===== src/rtl/regtest_pkg.sv =====
// rtl/regtest_pkg.sv - shared types and constants for the regression-test monitor
package regtest_pkg;

    localparam int unsigned REG_ADDR_W   = 5;
    localparam int unsigned SETTLE_W     = 16;

    localparam int unsigned DEF_DONE_REG = 26;
    localparam int unsigned DEF_PASS_REG = 27;
    localparam int unsigned DEF_TNUM_REG = 3;

    typedef enum logic [1:0] {
        ST_RUN    = 2'd0,
        ST_SETTLE = 2'd1,
        ST_REPORT = 2'd2
    } regtest_state_e;

endpackage


===== src/rtl/regtest_settle_timer.sv =====
// rtl/regtest_settle_timer.sv - loadable down-counter with zero flag for the settle window
module regtest_settle_timer
    import regtest_pkg::*;
(
    input  logic                clk,
    input  logic                rst,
    input  logic                clear_i,
    input  logic                load_i,
    input  logic [SETTLE_W-1:0] load_val_i,
    input  logic                dec_i,
    output logic                zero_o
);

    logic [SETTLE_W-1:0] cnt_q;
    logic [SETTLE_W-1:0] cnt_d;

    always_comb begin
        cnt_d = cnt_q;
        if (clear_i) begin
            cnt_d = '0;
        end else if (load_i) begin
            cnt_d = load_val_i;
        end else if (dec_i && (cnt_q != '0)) begin
            cnt_d = cnt_q - SETTLE_W'(1);
        end
    end

    always_ff @(posedge clk) begin
        if (rst) begin
            cnt_q <= '0;
        end else begin
            cnt_q <= cnt_d;
        end
    end

    assign zero_o = (cnt_q == '0);

endmodule


===== src/rtl/regtest_monitor.sv =====
// rtl/regtest_monitor.sv - snoops register-file writes and latches a pass/fail/timeout verdict
module regtest_monitor
    import regtest_pkg::*;
#(
    parameter int unsigned XLEN           = 32,
    parameter int unsigned DONE_REG       = DEF_DONE_REG,
    parameter int unsigned PASS_REG       = DEF_PASS_REG,
    parameter int unsigned TNUM_REG       = DEF_TNUM_REG,
    parameter int unsigned SETTLE_CYCLES  = 10,
    parameter int unsigned TIMEOUT_CYCLES = 100000
) (
    input  logic                  clk,
    input  logic                  rst,
    input  logic                  wr_en_i,
    input  logic [REG_ADDR_W-1:0] wr_addr_i,
    input  logic [XLEN-1:0]       wr_data_i,
    input  logic                  clear_i,
    output logic                  done_o,
    output logic                  pass_o,
    output logic                  fail_o,
    output logic                  timeout_o,
    output logic [XLEN-1:0]       fail_tnum_o,
    output logic [31:0]           cycle_cnt_o
);

    localparam logic [REG_ADDR_W-1:0] DONE_IDX     = REG_ADDR_W'(DONE_REG);
    localparam logic [REG_ADDR_W-1:0] PASS_IDX     = REG_ADDR_W'(PASS_REG);
    localparam logic [REG_ADDR_W-1:0] TNUM_IDX     = REG_ADDR_W'(TNUM_REG);
    localparam logic [SETTLE_W-1:0]   SETTLE_LD    = SETTLE_W'(SETTLE_CYCLES);
    localparam logic [31:0]           TIMEOUT_LAST = 32'(TIMEOUT_CYCLES - 1);
    localparam bit                    TIMEOUT_EN   = (TIMEOUT_CYCLES != 0);
    localparam logic [XLEN-1:0]       XONE         = XLEN'(1);

    regtest_state_e  state_q, state_d;
    logic [XLEN-1:0] sh_pass_q, sh_pass_d;
    logic [XLEN-1:0] sh_tnum_q, sh_tnum_d;
    logic [31:0]     run_cnt_q, run_cnt_d;
    logic [31:0]     cycle_cnt_q, cycle_cnt_d;
    logic            done_q, done_d;
    logic            pass_q, pass_d;
    logic            fail_q, fail_d;
    logic            timeout_q, timeout_d;
    logic [XLEN-1:0] fail_tnum_q, fail_tnum_d;

    logic            settle_load;
    logic            settle_dec;
    logic            settle_zero;

    // Index 0 is the hard-wired zero register; its writes never reach the shadows.
    logic            wr_live;
    logic            done_wr;
    logic            pass_wr;
    logic            tnum_wr;

    assign wr_live = wr_en_i && (wr_addr_i != '0);
    assign done_wr = wr_live && (wr_addr_i == DONE_IDX) && (wr_data_i == XONE);
    assign pass_wr = wr_live && (wr_addr_i == PASS_IDX);
    assign tnum_wr = wr_live && (wr_addr_i == TNUM_IDX);

    regtest_settle_timer u_settle (
        .clk        (clk),
        .rst        (rst),
        .clear_i    (clear_i),
        .load_i     (settle_load),
        .load_val_i (SETTLE_LD),
        .dec_i      (settle_dec),
        .zero_o     (settle_zero)
    );

    always_comb begin
        state_d     = state_q;
        sh_pass_d   = sh_pass_q;
        sh_tnum_d   = sh_tnum_q;
        run_cnt_d   = run_cnt_q;
        cycle_cnt_d = cycle_cnt_q;
        done_d      = done_q;
        pass_d      = pass_q;
        fail_d      = fail_q;
        timeout_d   = timeout_q;
        fail_tnum_d = fail_tnum_q;
        settle_load = 1'b0;
        settle_dec  = 1'b0;

        if (clear_i) begin
            state_d     = ST_RUN;
            sh_pass_d   = '0;
            sh_tnum_d   = '0;
            run_cnt_d   = '0;
            cycle_cnt_d = '0;
            done_d      = 1'b0;
            pass_d      = 1'b0;
            fail_d      = 1'b0;
            timeout_d   = 1'b0;
            fail_tnum_d = '0;
        end else begin
            if (state_q != ST_REPORT) begin
                if (pass_wr) begin
                    sh_pass_d = wr_data_i;
                end
                if (tnum_wr) begin
                    sh_tnum_d = wr_data_i;
                end
                if (cycle_cnt_q != 32'hFFFF_FFFF) begin
                    cycle_cnt_d = cycle_cnt_q + 32'd1;
                end
            end

            // Verdicts read the shadows as they stood before this edge, so a
            // write landing on the transition edge cannot sway the result.
            unique case (state_q)
                ST_RUN: begin
                    if (done_wr) begin
                        state_d     = ST_SETTLE;
                        settle_load = 1'b1;
                    end else if (TIMEOUT_EN && (run_cnt_q == TIMEOUT_LAST)) begin
                        state_d     = ST_REPORT;
                        done_d      = 1'b1;
                        pass_d      = 1'b0;
                        fail_d      = 1'b1;
                        timeout_d   = 1'b1;
                        fail_tnum_d = sh_tnum_q;
                    end else if (TIMEOUT_EN) begin
                        run_cnt_d = run_cnt_q + 32'd1;
                    end
                end
                ST_SETTLE: begin
                    if (settle_zero) begin
                        state_d     = ST_REPORT;
                        done_d      = 1'b1;
                        pass_d      = (sh_pass_q == XONE);
                        fail_d      = (sh_pass_q != XONE);
                        timeout_d   = 1'b0;
                        fail_tnum_d = (sh_pass_q == XONE) ? '0 : sh_tnum_q;
                    end else begin
                        settle_dec = 1'b1;
                    end
                end
                ST_REPORT: begin
                    state_d = ST_REPORT;
                end
                default: begin
                    state_d = ST_RUN;
                end
            endcase
        end
    end

    always_ff @(posedge clk) begin
        if (rst) begin
            state_q     <= ST_RUN;
            sh_pass_q   <= '0;
            sh_tnum_q   <= '0;
            run_cnt_q   <= '0;
            cycle_cnt_q <= '0;
            done_q      <= 1'b0;
            pass_q      <= 1'b0;
            fail_q      <= 1'b0;
            timeout_q   <= 1'b0;
            fail_tnum_q <= '0;
        end else begin
            state_q     <= state_d;
            sh_pass_q   <= sh_pass_d;
            sh_tnum_q   <= sh_tnum_d;
            run_cnt_q   <= run_cnt_d;
            cycle_cnt_q <= cycle_cnt_d;
            done_q      <= done_d;
            pass_q      <= pass_d;
            fail_q      <= fail_d;
            timeout_q   <= timeout_d;
            fail_tnum_q <= fail_tnum_d;
        end
    end

    assign done_o      = done_q;
    assign pass_o      = pass_q;
    assign fail_o      = fail_q;
    assign timeout_o   = timeout_q;
    assign fail_tnum_o = fail_tnum_q;
    assign cycle_cnt_o = cycle_cnt_q;

endmodule


===== config.mk =====
export PLATFORM = sky130hd
export DESIGN_NAME = regtest_monitor
export DESIGN_NICKNAME = d
export VERILOG_FILES = /design/src/rtl/regtest_pkg.sv /design/src/rtl/regtest_settle_timer.sv /design/src/rtl/regtest_monitor.sv
export SDC_FILE = /design/constraint.sdc
export NUM_CORES = 1
export LEC_CHECK = 0
export BUFFER_PORTS_ARGS = -buffer_cell sky130_fd_sc_hd__buf_2
export CAP_MARGIN = 20
export CORE_MARGIN = 3
export CORE_UTILIZATION = 58
export DETAILED_ROUTE_END_ITERATION = 6
export PLACE_DENSITY = 0.85
export SLEW_MARGIN = 20
export SYNTH_ARGS = -nofsm -noshare
export SYNTH_HDL_FRONTEND = slang
export SYNTH_HIERARCHICAL = 1
export SYNTH_SLANG_ARGS = --single-unit

===== constraint.sdc =====
create_clock -name clk -period 4.2 [get_ports clk]
set_input_delay 0.63 -clock clk [delete_from_list [all_inputs] [get_ports clk]]
set_output_delay 0.63 -clock clk [all_outputs]
set_load 0.01 [all_outputs]

Word-level counts from Yosys, hierarchy flattened:

Cells that the tools add are included.

* $add $sub $neg: 3
* eq/ne operators: 15
* multiplexer cells: 29
* bitwise gates (word level): 2
* reductions and logical operators: 20

Operators by type and width (count)
* 32-bit 2-to-1 mux: 4
* 32-bit by 1-bit adder with 32-bit output (second input constant): 2
* 32-bit by 1-bit equality test with 1-bit output (second input constant): 2
* 32-bit one-hot mux with 2 select lines: 1
* 32-bit by 17-bit equality test with 1-bit output (second input constant): 1
* 32-bit by 1-bit != test with 1-bit output (second input constant): 1
* 32-bit != test (second input constant): 1
* 16-bit logical NOT: 1
* 16-bit nonzero test: 1
* 16-bit by 1-bit subtractor with 16-bit output (second input constant): 1
* 1-bit 2-to-1 mux: 14
* 5-bit equality test (second input constant): 2
* 4-bit 2-to-1 mux: 2
* 2-bit != test (second input constant): 4
* 1-bit one-hot mux with 2 select lines: 4
* 2-bit AND reduction: 4
* 1-bit logical AND: 6
* 2-bit 2-to-1 mux: 3
* 2-bit one-hot mux with 3 select lines: 1
* 5-bit by 2-bit equality test with 1-bit output (second input constant): 1
* 5-bit nonzero test: 1
* 4-bit AND reduction: 1
* 2-bit nonzero test: 2
* 3-bit != test (second input constant): 1
* 7 further kinds: 8

* register bits after elaboration: 182
* bits of input ports: 41
* output and inout port bits: 68
* logic and storage cells: 81

Logic depth before layout (Yosys ltp):

Gate-level depths: netlist of the first run.

* depth in word-level cells: 8
* mapped depth: 12
* depth with buffers taken out: 11

Modules after synthesis:

Netlist of the first run, hierarchy kept.

By module, submodules not included
* regtest_monitor: instances 1, cells each 789, area each 7000.5 µm²
* regtest_settle_timer: instances 1, cells each 135, area each 1072.3 µm²

Worst setup path before layout of the first run:

Ideal clock, no wire load.

* kind: input to register
* start point: input wr_data_i[7]
* end point: register u_settle.cnt_q[13]
* setup time: 0.117 ns
* data arrival time: 3.144 ns
* setup slack: 0.938 ns
* cell stages on the path: 9
* buffers on the path: 2
* cell sequence: or4_1 -> or4_4 -> nor3_2 -> nand2_1 -> nor2_1 -> clkbuf_1 -> clkbuf_1 -> nor2_1 -> a32o_1

* word-level cells in the longest chain between the ends: 6

RTL lines
* from (decl): RTL line regtest_monitor.sv:16 `input logic [XLEN-1:0] wr_data_i,`
* 32-bit by 1-bit equality test with 1-bit output: RTL line regtest_monitor.sv:56 `assign done_wr = wr_live && (wr_addr_i == DONE_IDX) && (wr_data_i == XONE);`
* 1-bit logical AND: RTL line regtest_monitor.sv:56
* 1-bit 2-to-1 mux: RTL line regtest_monitor.sv:112 `if (done_wr) begin`
* 1-bit 2-to-1 mux: RTL line regtest_monitor.sv:110 `unique case (state_q)`
* 1-bit 2-to-1 mux: RTL line regtest_monitor.sv:84 `if (clear_i) begin`
* via settle_load: RTL line regtest_monitor.sv:45 `logic settle_load;`
* 3-bit OR reduction (no line)
* to (signal assigned): RTL line regtest_settle_timer.sv:32 `cnt_q <= cnt_d;`
* to (decl): RTL line regtest_settle_timer.sv:14 `logic [SETTLE_W-1:0] cnt_q;`

The timed path passes the listed nets, and every way through them passes these cells.
A chain may end at the register's enable or synchronous reset.

Final worst setup path of the first run:

* start point: register u_settle.cnt_q[1]
* end point: register u_settle.cnt_q[5]

* word-level cells in the longest chain between the ends: 5
* elaborated cells on any way between the ends: 7

RTL lines
* 16-bit logical NOT: RTL line regtest_settle_timer.sv:36 `assign zero_o = (cnt_q == '0);`
* via settle_zero: RTL line regtest_monitor.sv:47 `logic settle_zero;`
* 1-bit 2-to-1 mux: RTL line regtest_monitor.sv:127 `if (settle_zero) begin`
* 1-bit 2-to-1 mux: RTL line regtest_monitor.sv:110
* 1-bit 2-to-1 mux: RTL line regtest_monitor.sv:84
* via settle_dec: RTL line regtest_monitor.sv:46 `logic settle_dec;`
* 1-bit logical AND: RTL line regtest_settle_timer.sv:23 `end else if (dec_i && (cnt_q != '0)) begin`

The timed path passes the listed nets, and every way through them passes these cells.

==> results.rst, run 1 <==
.. list-table::
   :header-rows: 1

   * - Metric
     - Value
   * - Number of global-route vias before repair
     - about 6500
   * - Layout-stage area growth over the synthesis result
     - 16.4%
   * - ANT nets after route
     - 0
   * - Max Buffers Root-to-Sink
     - 2
   * - Post-route minimum period
     - about 3.3 ns
   * - Leftover overflow at the end of global routing
     - 0
   * - Data arrival time at the worst-slack endpoint
     - between 3 and 4 ns
   * - Clock network fraction of design power
     - between 40% and 50%
   * - Worst slew margin relative to its limit
     - 33.3%
   * - Worst path setup slack after routing
     - slightly below 0.9 ns
   * - Number of distinct library cell variants in the gate-level netlist after synthesis
     - roughly 60
   * - Hold bufs inserted after CTS
     - 0
   * - Area of the die
     - approximately 0.015 mm^2
   * - Core region area
     - ~0.013 mm^2
   * - Pins Over Slew Limit
     - 0
   * - Status
     - completed
   * - Actual transition at the worst max-transition pin
     - about 1 ns
   * - Placed insts
     - approximately 1200
   * - Maximum resistive drop on vdd
     - 0.271 mV
   * - Total half-perimeter wirelength after legalization and detailed placement
     - 13000 um
   * - Data required time of the critical path
     - about 4.5 ns
   * - Setup Buffers After CTS
     - 0
   * - Number of top-level pins
     - roughly 110
   * - Number of endpoints with negative hold slack in the final report
     - 0
   * - Startpoint-to-endpoint class of the critical path
     - reg2reg
   * - DRC marker count from the first detailed-route iteration
     - ~640
   * - Layout cells sized above 1
     - 16.7%
   * - Mapped cell area
     - around 0.0081 mm^2
   * - Most common library cell in the layout ignoring fill and taps
     - sky130_fd_sc_hd__dfxtp_1
   * - Die span in y
     - 124 um
   * - Fin cells
     - 1219
   * - Iteration count of the initial detailed-routing pass
     - 7
   * - Flop and latch count out of synthesis
     - ~180
   * - Dominant register cell in the synthesized netlist
     - sky130_fd_sc_hd__dfxtp_1
   * - Combinational fraction of design power
     - ~3%
   * - Worst reg2reg setup slack
     - about 0.87 ns
   * - Fraction of synthesis flops using an asynchronous set or reset pin
     - 0%
   * - Gate count after technology mapping
     - about 920
   * - Power per standard cell area
     - 358 mW/mm^2
   * - Total global-route track usage
     - a little over a quarter
   * - Fin crit share
     - just under 80%
   * - Antenna violations before repair
     - 0
   * - Class of the tightest hold or removal check
     - reg2reg
   * - Global-route wire length before repair
     - about 32000 um
   * - Pin count of the biggest net entering global routing
     - 76
   * - Design internal power
     - between 0.002 and 0.003 W
   * - Sequential element share of the synthesized area
     - 45.1%
   * - Std cell rows
     - 42
   * - Switching pwr
     - 0.000777 W
   * - Effective utilization at floorplan
     - 60.2%
   * - Vias per cell
     - approximately 5.8
   * - CTS Buf Count
     - 17
   * - Total Negative Setup Slacks
     - 0 ns
   * - Antenna diode instance count
     - 0
   * - DRC Markers
     - 0
   * - Die Span X
     - about 120 um
   * - Quantity of I/O buffers inserted on ports
     - about 110
   * - Yosys synthesis warning count
     - 6
   * - Net switching share of the total power
     - 23.1%
   * - Mean instance size in the synthesized netlist
     - ~8.7 um^2
   * - Max frequency
     - 0.301 GHz
   * - Critical Path Source Type
     - flop
   * - Final worst clock skew
     - a little over 0.007 ns
   * - Critical Path Sink Type
     - flop
   * - Total of max-cap violations
     - 0
   * - Total number of vias
     - ~7100
   * - Routed length per placed instance
     - 16.1 um
   * - Clock tree from TritonCTS
     - yes
   * - Total Wirelength
     - 19600 um
   * - Number of gates resized after CTS
     - 0
   * - Final-stage net count
     - about 1100
   * - Post-placement setup slack
     - roughly 0.72 ns
   * - Placer Congestion
     - just under 0.9
   * - Final setup viols
     - 0
   * - Clk Tree Root Cell
     - sky130_fd_sc_hd__clkbuf_16
   * - Fraction of power consumed by sequential logic
     - between 50% and 60%
   * - Number of enable-type register cells in the synthesized netlist
     - 0
   * - Latest clock arrival within the worst-skew pair
     - around 0.44 ns
   * - Clock sink count
     - approximately 180
   * - RSZ-0062 raised after global routing
     - false
   * - Commonest non-fill, non-tap cells in the layout
     - sky130_fd_sc_hd__dfxtp_1 (182), sky130_fd_sc_hd__nor2_1 (141), sky130_fd_sc_hd__buf_2 (108)
   * - Clock slew at the register clock pins of the worst setup and hold paths
     - roughly 0.07 ns
   * - Max FO, Critical Path
     - 10
   * - Static power due to leakage
     - around 3.6 nW
   * - Htree depth
     - 4
[stage by stage]
step | area, um^2 | utilization [%] | hold slack (ns) | total power [W]
final | 9390 | 70.1 | 0.447 | 0.00336
after global routing | 9390 | 70.1 | 0.454 | 0.00345
after CTS | 9340 | 69.7 | 0.443 | 0.00337
after detailed placement | 8790 | 65.6 | 0.436 | 0.00187
after global placement | 8790 | 65.6 | 0.431 | 0.00186
after floorplan | 8130 | - | 0.428 | 0.00182
[synthesized netlist by cell type, drive strengths merged, types with 2 or more instances]
| master | instances | area, um^2 |
|---|---|---|
| a32o | 3 | 30.0 |
| a31oi | 8 | 65.1 |
| buf | 12 | 72.6 |
| clkbuf | 35 | 131 |
| o41ai | 2 | 17.5 |
| mux2i | 66 | 661 |
| nor2b | 6 | 37.5 |
| nor4 | 29 | 211 |
| o211ai | 6 | 45.0 |
| o21ai | 50 | 250 |
| inv | 13 | 48.8 |
| nand3b | 3 | 22.5 |
| or2 | 3 | 18.8 |
| or4 | 12 | 101 |
| or3 | 9 | 61.3 |
| nand4 | 28 | 175 |
| and4 | 4 | 35.0 |
| dfxtp | 182 | 3640 |
| a21oi | 22 | 110 |
| nor3 | 24 | 136 |
| conb | 2 | 7.51 |
| nor4b | 8 | 70.1 |
| and2 | 2 | 12.5 |
| a21o | 2 | 15.0 |
| o311a | 3 | 30.0 |
| o31ai | 4 | 43.8 |
| xor2 | 19 | 166 |
| and3 | 11 | 68.8 |
| xnor2 | 33 | 289 |
| nand2 | 77 | 289 |
| nand3 | 64 | 320 |
| nor3b | 5 | 37.5 |
| a31o | 3 | 26.3 |
| ha | 7 | 87.6 |
| o311ai | 3 | 41.3 |
| nand2b | 9 | 56.3 |
| nor2 | 145 | 547 |
[cell families after synthesis]
| logic type | count (synthesis) | synth area share (%) |
|---|---|---|
| other | 2 | 0.0930 |
| AO/OA/AOI/OAI | 112 | 9.02 |
| buffers and inverters | 60 | 3.13 |
| adder cells (fa/ha/maj) | 7 | 1.08 |
| multiplexers | 66 | 8.18 |
| AND/OR/NAND/NOR | 443 | 27.7 |
| flip-flops | 182 | 45.1 |
| XOR/XNOR | 52 | 5.64 |
[flip-flops by register name (all words and copies together), names as in the netlist]
signal          count
state_q             2
sh_tnum_q          32
timeout_o           1
cycle_cnt_o        32
u_settle/cnt_q     16
run_cnt_q          32
pass_o              1
fail_tnum_o        32
fail_o              1
done_o              1
sh_pass_q          32
[power by group through the flow]
stage               clock network, W   logic, W  registers (W)
floorplan                          0  0.0000491        0.00177
global placement                   0  0.0000941        0.00177
detailed placement                 0  0.0000953        0.00177
CTS                          0.00154  0.0000957        0.00173
global route                 0.00161   0.000110        0.00173
finish                       0.00153   0.000101        0.00173
[path summary, 6_finish.rpt]
path / start / to / cells past startpoint
max: u_settle/cnt_q[1] / u_settle/cnt_q[5] / 12
min reg2reg: done_o / done_o / 2
max reg2reg: u_settle/cnt_q[1] / u_settle/cnt_q[5] / 12
min: done_o / done_o / 2
[critical path: stages (launching register included)]
cell	delay, ns
sky130_fd_sc_hd__dfxtp_1	0.45
sky130_fd_sc_hd__inv_1	0.10
sky130_fd_sc_hd__ha_1	0.22
sky130_fd_sc_hd__nor3b_1	0.14
sky130_fd_sc_hd__buf_4	0.16
sky130_fd_sc_hd__nand2_1	0.27
sky130_fd_sc_hd__nor2_1	0.10
sky130_fd_sc_hd__nor2b_1	0.40
sky130_fd_sc_hd__nor2b_1	0.19
sky130_fd_sc_hd__buf_4	0.17
sky130_fd_sc_hd__nor4b_1	0.53
sky130_fd_sc_hd__a21oi_1	0.17
sky130_fd_sc_hd__o311a_1	0.31
[metal layers]
metal	global-route usage, %	wire, um	part of all wire (%)
met1	35.5	8570	44
met2	41.7	9430	48
met3	6.81	1310	6.7
met4	6.98	297	1.5
met5	0	0	0
[area by class of cell]
type | count | area, um^2
inverter | 13 | 48.8
tap | 176 | 220
clock buffer | 18 | 429
clock inverter | 13 | 124
fill | 1017 | 4010
timing repair buffer | 121 | 678
sequential | 182 | 3640
multi-input combinational | 696 | 4250
(Power assumes the default switching activity.)
==> inputs of run 2 (changes only) <==
--- a/config.mk
+++ b/config.mk
@@ -5,10 +5,11 @@
 export SDC_FILE = /design/constraint.sdc
 export NUM_CORES = 1
 export LEC_CHECK = 0
+export ABC_AREA = 1
 export BUFFER_PORTS_ARGS = -buffer_cell sky130_fd_sc_hd__buf_2
 export CAP_MARGIN = 20
 export CORE_MARGIN = 3
-export CORE_UTILIZATION = 58
+export CORE_UTILIZATION = 59
 export DETAILED_ROUTE_END_ITERATION = 6
 export PLACE_DENSITY = 0.85
 export SLEW_MARGIN = 20
==> constraint.sdc (replaced) <==
create_clock -name clk -period 3.21 [get_ports clk]
set_input_delay 0.4815 -clock clk [delete_from_list [all_inputs] [get_ports clk]]
set_output_delay 0.4815 -clock clk [all_outputs]
set_load 0.01 [all_outputs]
==> run 2 against run 1 <==
Effect of this change: die area rose by 19%; clock skew rose by 0.0057 ns; largest cell class unchanged; critical path depth rose by 1; combinational power rose by 43%; final cell count rose by 57%; non-clock buffer count fell by 2.
==> results.rst, run 2 <==
.. list-table::
   :header-rows: 1

   * - Metric
     - Value
   * - Worst slew margin relative to its limit
     - 41.5% (+8.2 points)
   * - Total Wirelength
     - 24400 um (+24%)
   * - Combinational fraction of design power
     - 3.2% (+0.2 points)
   * - Top cell types by occurrence after synthesis
     - sky130_fd_sc_hd__nand2_1 (445), sky130_fd_sc_hd__nor2_1 (412), sky130_fd_sc_hd__dfxtp_1 (182)
   * - Total of max-cap violations
     - 0 (unchanged)
   * - Leftover overflow at the end of global routing
     - 0 (unchanged)
   * - DRC Markers
     - 0 (unchanged)
   * - Met3 Usage GRT
     - 4.51% (-2.3 points)
   * - Gate count after technology mapping
     - 1581 (+71%)
   * - Area of the die
     - 0.0182 mm^2 (+19%)
   * - Fraction of synthesized cell area taken by the top area cell type
     - 37.1% (-8.1 points)
   * - Clock network fraction of design power
     - 46.4% (+0.9 points)
   * - Layout-stage area growth over the synthesis result
     - 13.2%
   * - Effective utilization at floorplan
     - 61.0% (+0.74 points)
   * - Clk Tree Root Cell
     - sky130_fd_sc_hd__clkbuf_16
   * - Status
     - completed
   * - Met2 layer usage reported by global route
     - 42.7% (+1.1 points)
   * - Max FO, Critical Path
     - 46 (+36)
   * - Die span in y
     - 135 um (+8.9%)
   * - Dominant register cell in the synthesized netlist
     - sky130_fd_sc_hd__dfxtp_1
   * - Fin crit share
     - 83.5% (+4.3 points)
   * - Core region area
     - 0.0161 mm^2 (+20%)
   * - Data arrival time at the worst-slack endpoint
     - 3.04 ns (-0.62 ns)
   * - Total half-perimeter wirelength after legalization and detailed placement
     - 17300 um (+32%)
   * - Setup Buffers After CTS
     - 0 (unchanged)
   * - Quantity of I/O buffers inserted on ports
     - 108 (unchanged)
   * - Final setup viols
     - 0 (unchanged)
   * - Htree depth
     - 4 (unchanged)
   * - Layout cells sized above 1
     - 12.7% (-4.0 points)
   * - RSZ-0062 raised after global routing
     - false
   * - Clock sink count
     - 182 (unchanged)
   * - Final worst clock skew
     - 0.0130 ns (+0.00571 ns)
   * - Yosys synthesis warning count
     - 6 (unchanged)
   * - Core Util, Final
     - 69.0% (-1.1 points)
   * - Std cell rows
     - 46 (+9.5%)
   * - Final-stage net count
     - 1727 (+60%)
   * - Placer Congestion
     - 0.988 (+11%)
   * - Mean instance size in the synthesized netlist
     - 6.22 um^2 (-29%)
   * - Fraction of power consumed by sequential logic
     - 50.4% (-1.1 points)
   * - Number of global-route vias before repair
     - 8460 (+30%)
   * - Total global-route track usage
     - 26.4% (+0.20 points)
   * - Sequential element share of the synthesized area
     - 37.1% (-8.1 points)
   * - Max Buffers Root-to-Sink
     - 2 (unchanged)
   * - Routed length per placed instance
     - 12.8 um (-21%)
   * - Max frequency
     - 0.373 GHz (+24%)
   * - Hold bufs inserted after CTS
     - 0 (unchanged)
   * - Number of top-level pins
     - 109 (unchanged)
   * - Number of endpoints with negative hold slack in the final report
     - 0 (unchanged)
   * - Worst slack on hold paths
     - 0.341 ns (-0.106 ns)
   * - Number of enable-type register cells in the synthesized netlist
     - 0 (unchanged)
   * - CTS Buf Count
     - 17 (unchanged)
   * - Clock tree from TritonCTS
     - yes
   * - Antenna diode instance count
     - 0 (unchanged)
   * - Die Span X
     - 135 um (+8.9%)
   * - Top cells by area in the synthesized netlist
     - sky130_fd_sc_hd__dfxtp_1 (37%), sky130_fd_sc_hd__nand2_1 (17%), sky130_fd_sc_hd__nor2_1 (16%)
   * - Total number of vias
     - 9758 (+37%)
   * - Critical Path Source Type
     - flop
   * - Post-route minimum period
     - 2.68 ns (-0.646 ns)
   * - Mapped cell area
     - 0.00983 mm^2 (+22%)
   * - Design internal power
     - 0.00336 W (+30%)
   * - Pins Over Slew Limit
     - 0 (unchanged)
   * - Switching pwr
     - 0.00114 W (+46%)
   * - Fraction of synthesis flops using an asynchronous set or reset pin
     - 0% (unchanged)
   * - Number of distinct library cell variants in the gate-level netlist after synthesis
     - 36 (-39%)
   * - Commonest non-fill, non-tap cells in the layout
     - sky130_fd_sc_hd__nand2_1 (445), sky130_fd_sc_hd__nor2_1 (411), sky130_fd_sc_hd__dfxtp_1 (182)
   * - Pin count of the biggest net entering global routing
     - 113 (+49%)
   * - Number of filler instances in the final layout
     - 1429 (+41%)
   * - Antenna violations before repair
     - 0 (unchanged)
   * - Placed insts
     - 1876 (+58%)
   * - Class of the tightest hold or removal check
     - in2reg
   * - Data required time of the critical path
     - 3.57 ns (-0.96 ns)
   * - Maximum resistive drop on vdd
     - 0.421 mV (+55%)
   * - Clock slew at the register clock pins of the worst setup and hold paths
     - 0.08 ns (about the same)
   * - ANT nets after route
     - 0 (unchanged)
   * - Power per standard cell area
     - 404 mW/mm^2 (+13%)
   * - Cell accounting for the most synthesized area
     - sky130_fd_sc_hd__dfxtp_1
   * - Actual transition at the worst max-transition pin
     - 0.877 ns (-0.123 ns)
   * - Static power due to leakage
     - 5.00 nW (+37%)
   * - Startpoint-to-endpoint class of the critical path
     - reg2reg
   * - Most common library cell in the layout ignoring fill and taps
     - sky130_fd_sc_hd__nand2_1
   * - Iteration count of the initial detailed-routing pass
     - 7 (unchanged)
   * - Global-route wire length before repair
     - 40000 um (+24%)
   * - Vias per cell
     - 5.11 (-13%)
   * - Flop and latch count out of synthesis
     - 182 (unchanged)
   * - Post-route design area
     - 0.0111 mm^2 (+18%)
   * - Grt met1 use
     - 36.9% (+1.4 points)
   * - DRC marker count from the first detailed-route iteration
     - 776 (+21%)
   * - Latest clock arrival within the worst-skew pair
     - 0.43 ns (about the same)
   * - Most common cell in the netlist
     - sky130_fd_sc_hd__nand2_1
   * - Number of gates resized after CTS
     - 0 (unchanged)
   * - Fin cells
     - 1908 (+57%)
   * - Layer with the highest usage
     - met2
   * - Critical Path Sink Type
     - flop
   * - Area after detailed placement
     - 0.0105 mm^2 (+20%)
   * - Net switching share of the total power
     - 25.3% (+2.1 points)
   * - Total Negative Setup Slacks
     - 0 ns (unchanged)
run 2: per-stage QoR:
stage | power [W] | setup WS (ns)
floorplan | 0.00240 | 1.08
CTS | 0.00452 | 0.512
global route | 0.00465 | 0.124
finish | 0.00449 | 0.529
global placement | 0.00246 | 0.690
detailed placement | 0.00246 | 0.544
run 2: logic make-up after synthesis:
group / synth area share [%]
simple gates: 40.6
buf+inv: 8.99
flops: 37.1
compound gates: 9.00
xor+xnor: 3.39
fa+ha+maj: 0.891
other cells: 0.0764
run 2: layout make-up:
cell class              count  area, um^2  share of cell area [%]
clock buffers              17         425                    3.83
clock inverters            15         178                    1.60
inverters                 158         594                    5.34
multi-input cells        1201        5360                    48.2
flip-flops and latches    182        3640                    32.8
well taps                 216         270                    2.43
repair buffers            119         648                    5.83
run 2: final timing paths:
path | startpoint | end | slack (ns) | cells past startpoint
hold / removal | wr_data_i[18] | sh_pass_q[18] | 0.34 | 3
hold reg to reg | sh_pass_q[1] | sh_pass_q[1] | 0.47 | 2
setup reg to reg | u_settle/cnt_q[0] | fail_tnum_o[11] | 0.53 | 13
setup / recovery | u_settle/cnt_q[0] | fail_tnum_o[11] | 0.53 | 13
run 2: worst max-delay path, stage by stage (launching register included):
cell,delay (ns)
sky130_fd_sc_hd__dfxtp_1,0.33
sky130_fd_sc_hd__inv_1,0.08
sky130_fd_sc_hd__ha_1,0.24
sky130_fd_sc_hd__nand3_4,0.12
sky130_fd_sc_hd__nor2_1,0.29
sky130_fd_sc_hd__nand2_1,0.13
sky130_fd_sc_hd__nor4_1,0.21
sky130_fd_sc_hd__nor2_1,0.10
sky130_fd_sc_hd__a21oi_1,0.23
sky130_fd_sc_hd__nand3_2,0.34
sky130_fd_sc_hd__buf_12,0.31
sky130_fd_sc_hd__nand2_1,0.08
sky130_fd_sc_hd__nand2_1,0.05
sky130_fd_sc_hd__nor2_1,0.10
run 2: per-layer routing:
metal,vias up,part of all wire [%]
li1,5030,-
met3,33,5.7
met5,-,0
met4,0,1.6
met1,4378,47
met2,317,46
run 2: power groups by stage:
| stage | clock [W] | sequential [W] | combinational [W] |
|---|---|---|---|
| after floorplan | 0 | 0.00232 | 0.0000779 |
| after global placement | 0 | 0.00232 | 0.000138 |
| after detailed placement | 0 | 0.00232 | 0.000140 |
| after CTS | 0.00212 | 0.00227 | 0.000141 |
| after global routing | 0.00222 | 0.00227 | 0.000161 |
| final | 0.00208 | 0.00227 | 0.000144 |
==> inputs of run 3 (changes only) <==
--- a/config.mk
+++ b/config.mk
@@ -9,9 +9,9 @@
 export BUFFER_PORTS_ARGS = -buffer_cell sky130_fd_sc_hd__buf_2
 export CAP_MARGIN = 20
 export CORE_MARGIN = 3
-export CORE_UTILIZATION = 59
+export CORE_UTILIZATION = 54
 export DETAILED_ROUTE_END_ITERATION = 6
-export PLACE_DENSITY = 0.85
+export PLACE_DENSITY = 0.82
 export SLEW_MARGIN = 20
 export SYNTH_ARGS = -nofsm -noshare
 export SYNTH_HDL_FRONTEND = slang
==> constraint.sdc (replaced) <==
create_clock -name clk -period 2.2 [get_ports clk]
set_input_delay 0.33 -clock clk [delete_from_list [all_inputs] [get_ports clk]]
set_output_delay 0.33 -clock clk [all_outputs]
set_load 0.01 [all_outputs]
==> run 3 against run 2 <==
Effect of this change: combinational power up 44%; flip-flop and latch count unchanged; first-iteration DRC count down 14%; highest routed layer unchanged.
==> results.rst, run 3 (synthesized netlist as in run 2, its figures left out) <==
.. list-table::
   :header-rows: 1

   * - Metric
     - Value
   * - Status
     - completed
   * - Die Span X
     - 141 um (+4.3%)
   * - Area of the die
     - 0.0199 mm^2 (+8.8%)
   * - Total Power
     - 0.00665 W (+48%)
   * - Worst path max stage delay
     - 0.34 ns (about the same)
   * - Fraction of power consumed by sequential logic
     - 49.8% (-0.6 points)
   * - Antenna violations before repair
     - 0 (unchanged)
   * - Std cell rows
     - 48 (+4.3%)
   * - Clk Tree Root Cell
     - sky130_fd_sc_hd__clkbuf_16
   * - Latest clock arrival within the worst-skew pair
     - 0.44 ns (about the same)
   * - Pins Over Slew Limit
     - 0 (unchanged)
   * - Total of max-cap violations
     - 0 (unchanged)
   * - Layout-stage area growth over the synthesis result
     - 15.3%
   * - Placer Congestion
     - 0.946 (-4.2%)
   * - Switching pwr
     - 0.00171 W (+51%)
   * - FF-to-FF Start
     - u_settle/cnt_q[0]
   * - Design internal power
     - 0.00493 W (+47%)
   * - Clock sink count
     - 182 (unchanged)
   * - Global-route wire length before repair
     - 42200 um (+5.4%)
   * - DRC Markers
     - 0 (unchanged)
   * - Area after detailed placement
     - 0.0106 mm^2 (+1.2%)
   * - Total Negative Setup Slacks
     - 0 ns (unchanged)
   * - Vias per cell
     - 5.08 (-0.75%)
   * - Data required time of the critical path
     - 2.53 ns (-1.04 ns)
   * - Max Buffers Root-to-Sink
     - 2 (unchanged)
   * - Effective utilization at floorplan
     - 56.0% (-4.9 points)
   * - Clock slew at the register clock pins of the worst setup and hold paths
     - 0.08 ns (about the same)
   * - Total half-perimeter wirelength after legalization and detailed placement
     - 18000 um (+4.2%)
   * - Post-route design area
     - 0.0113 mm^2 (+1.9%)
   * - Antenna diode instance count
     - 0 (unchanged)
   * - Total number of vias
     - 9827 (+0.71%)
   * - Number of filler instances in the final layout
     - 1640 (+15%)
   * - Final-stage net count
     - 1746 (+1.1%)
   * - Most prevalent standard cell on the critical path
     - sky130_fd_sc_hd__nor2_1
   * - Hold bufs inserted after CTS
     - 0 (unchanged)
   * - Number of global-route vias before repair
     - 9079 (+7.3%)
   * - DRC marker count from the first detailed-route iteration
     - 667 (-14%)
   * - Post-route minimum period
     - 2.02 ns (-0.662 ns)
   * - Critical Path Source Type
     - flop
   * - Max frequency
     - 0.495 GHz (+33%)
   * - Area of combinational cells with multiple inputs
     - 0.00541 mm^2 (+0.98%)
   * - Core Util, Final
     - 64.6% (-4.4 points)
   * - Area taken by flip-flops and latches
     - 0.00364 mm^2 (unchanged)
   * - Cells traversed along the worst timing path
     - inv_2 -> ha_4 -> nand3_4 -> nor2_2 -> nand2_1 -> nor4_2 -> nor2_1 -> inv_1 -> nor2_1 -> nand2_4 -> nand2_8 -> buf_4 -> o21ai_1 -> nor2_1
   * - Class of the tightest hold or removal check
     - in2reg
   * - Net switching share of the total power
     - 25.8% (+0.51 points)
   * - Destination of the worst register-to-register timing path
     - u_settle/cnt_q[8]
   * - Fin crit share
     - 91.8% (+8.3 points)
   * - CTS Buf Count
     - 17 (unchanged)
   * - ANT nets after route
     - 0 (unchanged)
   * - Most common library cell in the layout ignoring fill and taps
     - sky130_fd_sc_hd__nand2_1
   * - Commonest non-fill, non-tap cells in the layout
     - sky130_fd_sc_hd__nand2_1 (444), sky130_fd_sc_hd__nor2_1 (409), sky130_fd_sc_hd__dfxtp_1 (182)
   * - Final setup viols
     - 0 (unchanged)
   * - Post-placement setup slack
     - -0.0242 ns (-0.568 ns)
   * - Crit path from
     - u_settle/cnt_q[0]
   * - Total Wirelength
     - 24800 um (+1.6%)
   * - Number of top-level pins
     - 109 (unchanged)
   * - Worst slew margin relative to its limit
     - 40.0% (-1.5 points)
   * - Worst reg2reg setup slack
     - 0.18 ns (-0.35 ns)
   * - Startpoint-to-endpoint class of the critical path
     - reg2reg
   * - Maximum resistive drop on vdd
     - 0.627 mV (+49%)
   * - Routed length per placed instance
     - 12.8 um (+0.13%)
   * - Worst setup path end
     - u_settle/cnt_q[8]
   * - Layout cells sized above 1
     - 14.1% (+1.4 points)
   * - Power per standard cell area
     - 586 mW/mm^2 (+45%)
   * - Depth of the worst register-to-register path
     - 14 (+1)
   * - Max FO, Critical Path
     - 11 (-76%)
   * - Data arrival time at the worst-slack endpoint
     - 2.35 ns (-0.69 ns)
   * - Pin count of the biggest net entering global routing
     - 113 (unchanged)
   * - Combinational fraction of design power
     - 3.1% (about the same)
   * - Clock network fraction of design power
     - 47.1% (+0.7 points)
   * - Master of the slowest instance on the critical path
     - sky130_fd_sc_hd__dfxtp_1
   * - Core region area
     - 0.0175 mm^2 (+8.8%)
   * - Htree depth
     - 4 (unchanged)
   * - Die span in y
     - 141 um (+4.3%)
   * - Leftover overflow at the end of global routing
     - 0 (unchanged)
   * - Actual transition at the worst max-transition pin
     - 0.900 ns (+0.0227 ns)
   * - Number of endpoints with negative hold slack in the final report
     - 0 (unchanged)
   * - Clock tree from TritonCTS
     - yes
   * - Critical Path Sink Type
     - flop
   * - Static power due to leakage
     - 5.11 nW (+2.0%)
   * - Final worst clock skew
     - 0.0153 ns (+0.00233 ns)
   * - Total global-route track usage
     - 25.3% (-1.0 points)
   * - Iteration count of the initial detailed-routing pass
     - 5 (-2)
   * - Worst path setup slack after routing
     - 0.181 ns (-0.348 ns)
   * - Quantity of I/O buffers inserted on ports
     - 108 (unchanged)
run 3: changes by cell type in the layout (fill, tap and decap cells not counted), sizes merged:
| cell | change |
|---|---|
| buf | +18 |
| clkinv | -3 |
| inv | +3 |
| nor2 | +1 |
run 3: worst max-delay path: cells and delay by family, from the launching register on:
kind	cells	cell delay, ns
AND/OR/NAND/NOR	9	0.90
buffers and inverters	3	0.36
flip-flops	1	0.34
adder cells (fa/ha/maj)	1	0.16
AO/OA/AOI/OAI	1	0.14
run 3: worst min path at each step:
stage	depth (start not counted)	endpoint	start
2_1_floorplan	2	sh_pass_q[1]	sh_pass_q[1]
3_3_place_gp	2	sh_pass_q[1]	sh_pass_q[1]
3_5_place_dp	2	sh_pass_q[1]	sh_pass_q[1]
4_1_cts	3	sh_tnum_q[14]	wr_data_i[14]
5_1_grt	3	sh_tnum_q[0]	wr_data_i[0]
6_report	3	sh_tnum_q[0]	wr_data_i[0]
run 3: final cells by class:
type / instances / share of cell area [%]
multi-input cells: 1202 / 47.8
inverters: 158 / 5.24
flip-flops and latches: 182 / 32.1
clock inverters: 15 / 1.70
repair buffers: 137 / 6.91
clock buffers: 17 / 3.75
well taps: 225 / 2.48
run 3: power by group through the flow:
| stage | clock [W] | sequential (W) | combinational, W |
|---|---|---|---|
| 4_1_cts | 0.00319 | 0.00331 | 0.000205 |
| 2_1_floorplan | 0 | 0.00338 | 0.000114 |
| 6_report | 0.00313 | 0.00331 | 0.000207 |
| 5_1_grt | 0.00333 | 0.00331 | 0.000237 |
| 3_5_place_dp | 0 | 0.00338 | 0.000205 |
| 3_3_place_gp | 0 | 0.00338 | 0.000203 |
run 3: metal layers:
metal	track usage (%)	share of wire, %	vias to the layer above
met2	41.0	46	269
li1	-	-	5077
met1	34.5	46	4440
met5	0	0	-
met3	4.10	5.6	41
met4	8.77	2.5	0
run 3: timing repair:
action,4_1_cts,5_1_grt
pin swaps,1,5
gates resized for setup,0,11
setup buffers,0,2
cloned,0,1
setup endpoints to repair,2,72
run 3: metrics by stage:
step | hold slack [ns] | std cells
global route | 0.179 | 1936
floorplan | 0.430 | 1595
finish | 0.177 | 1936
CTS | 0.166 | 1933
global placement | 0.452 | 1901
detailed placement | 0.458 | 1901
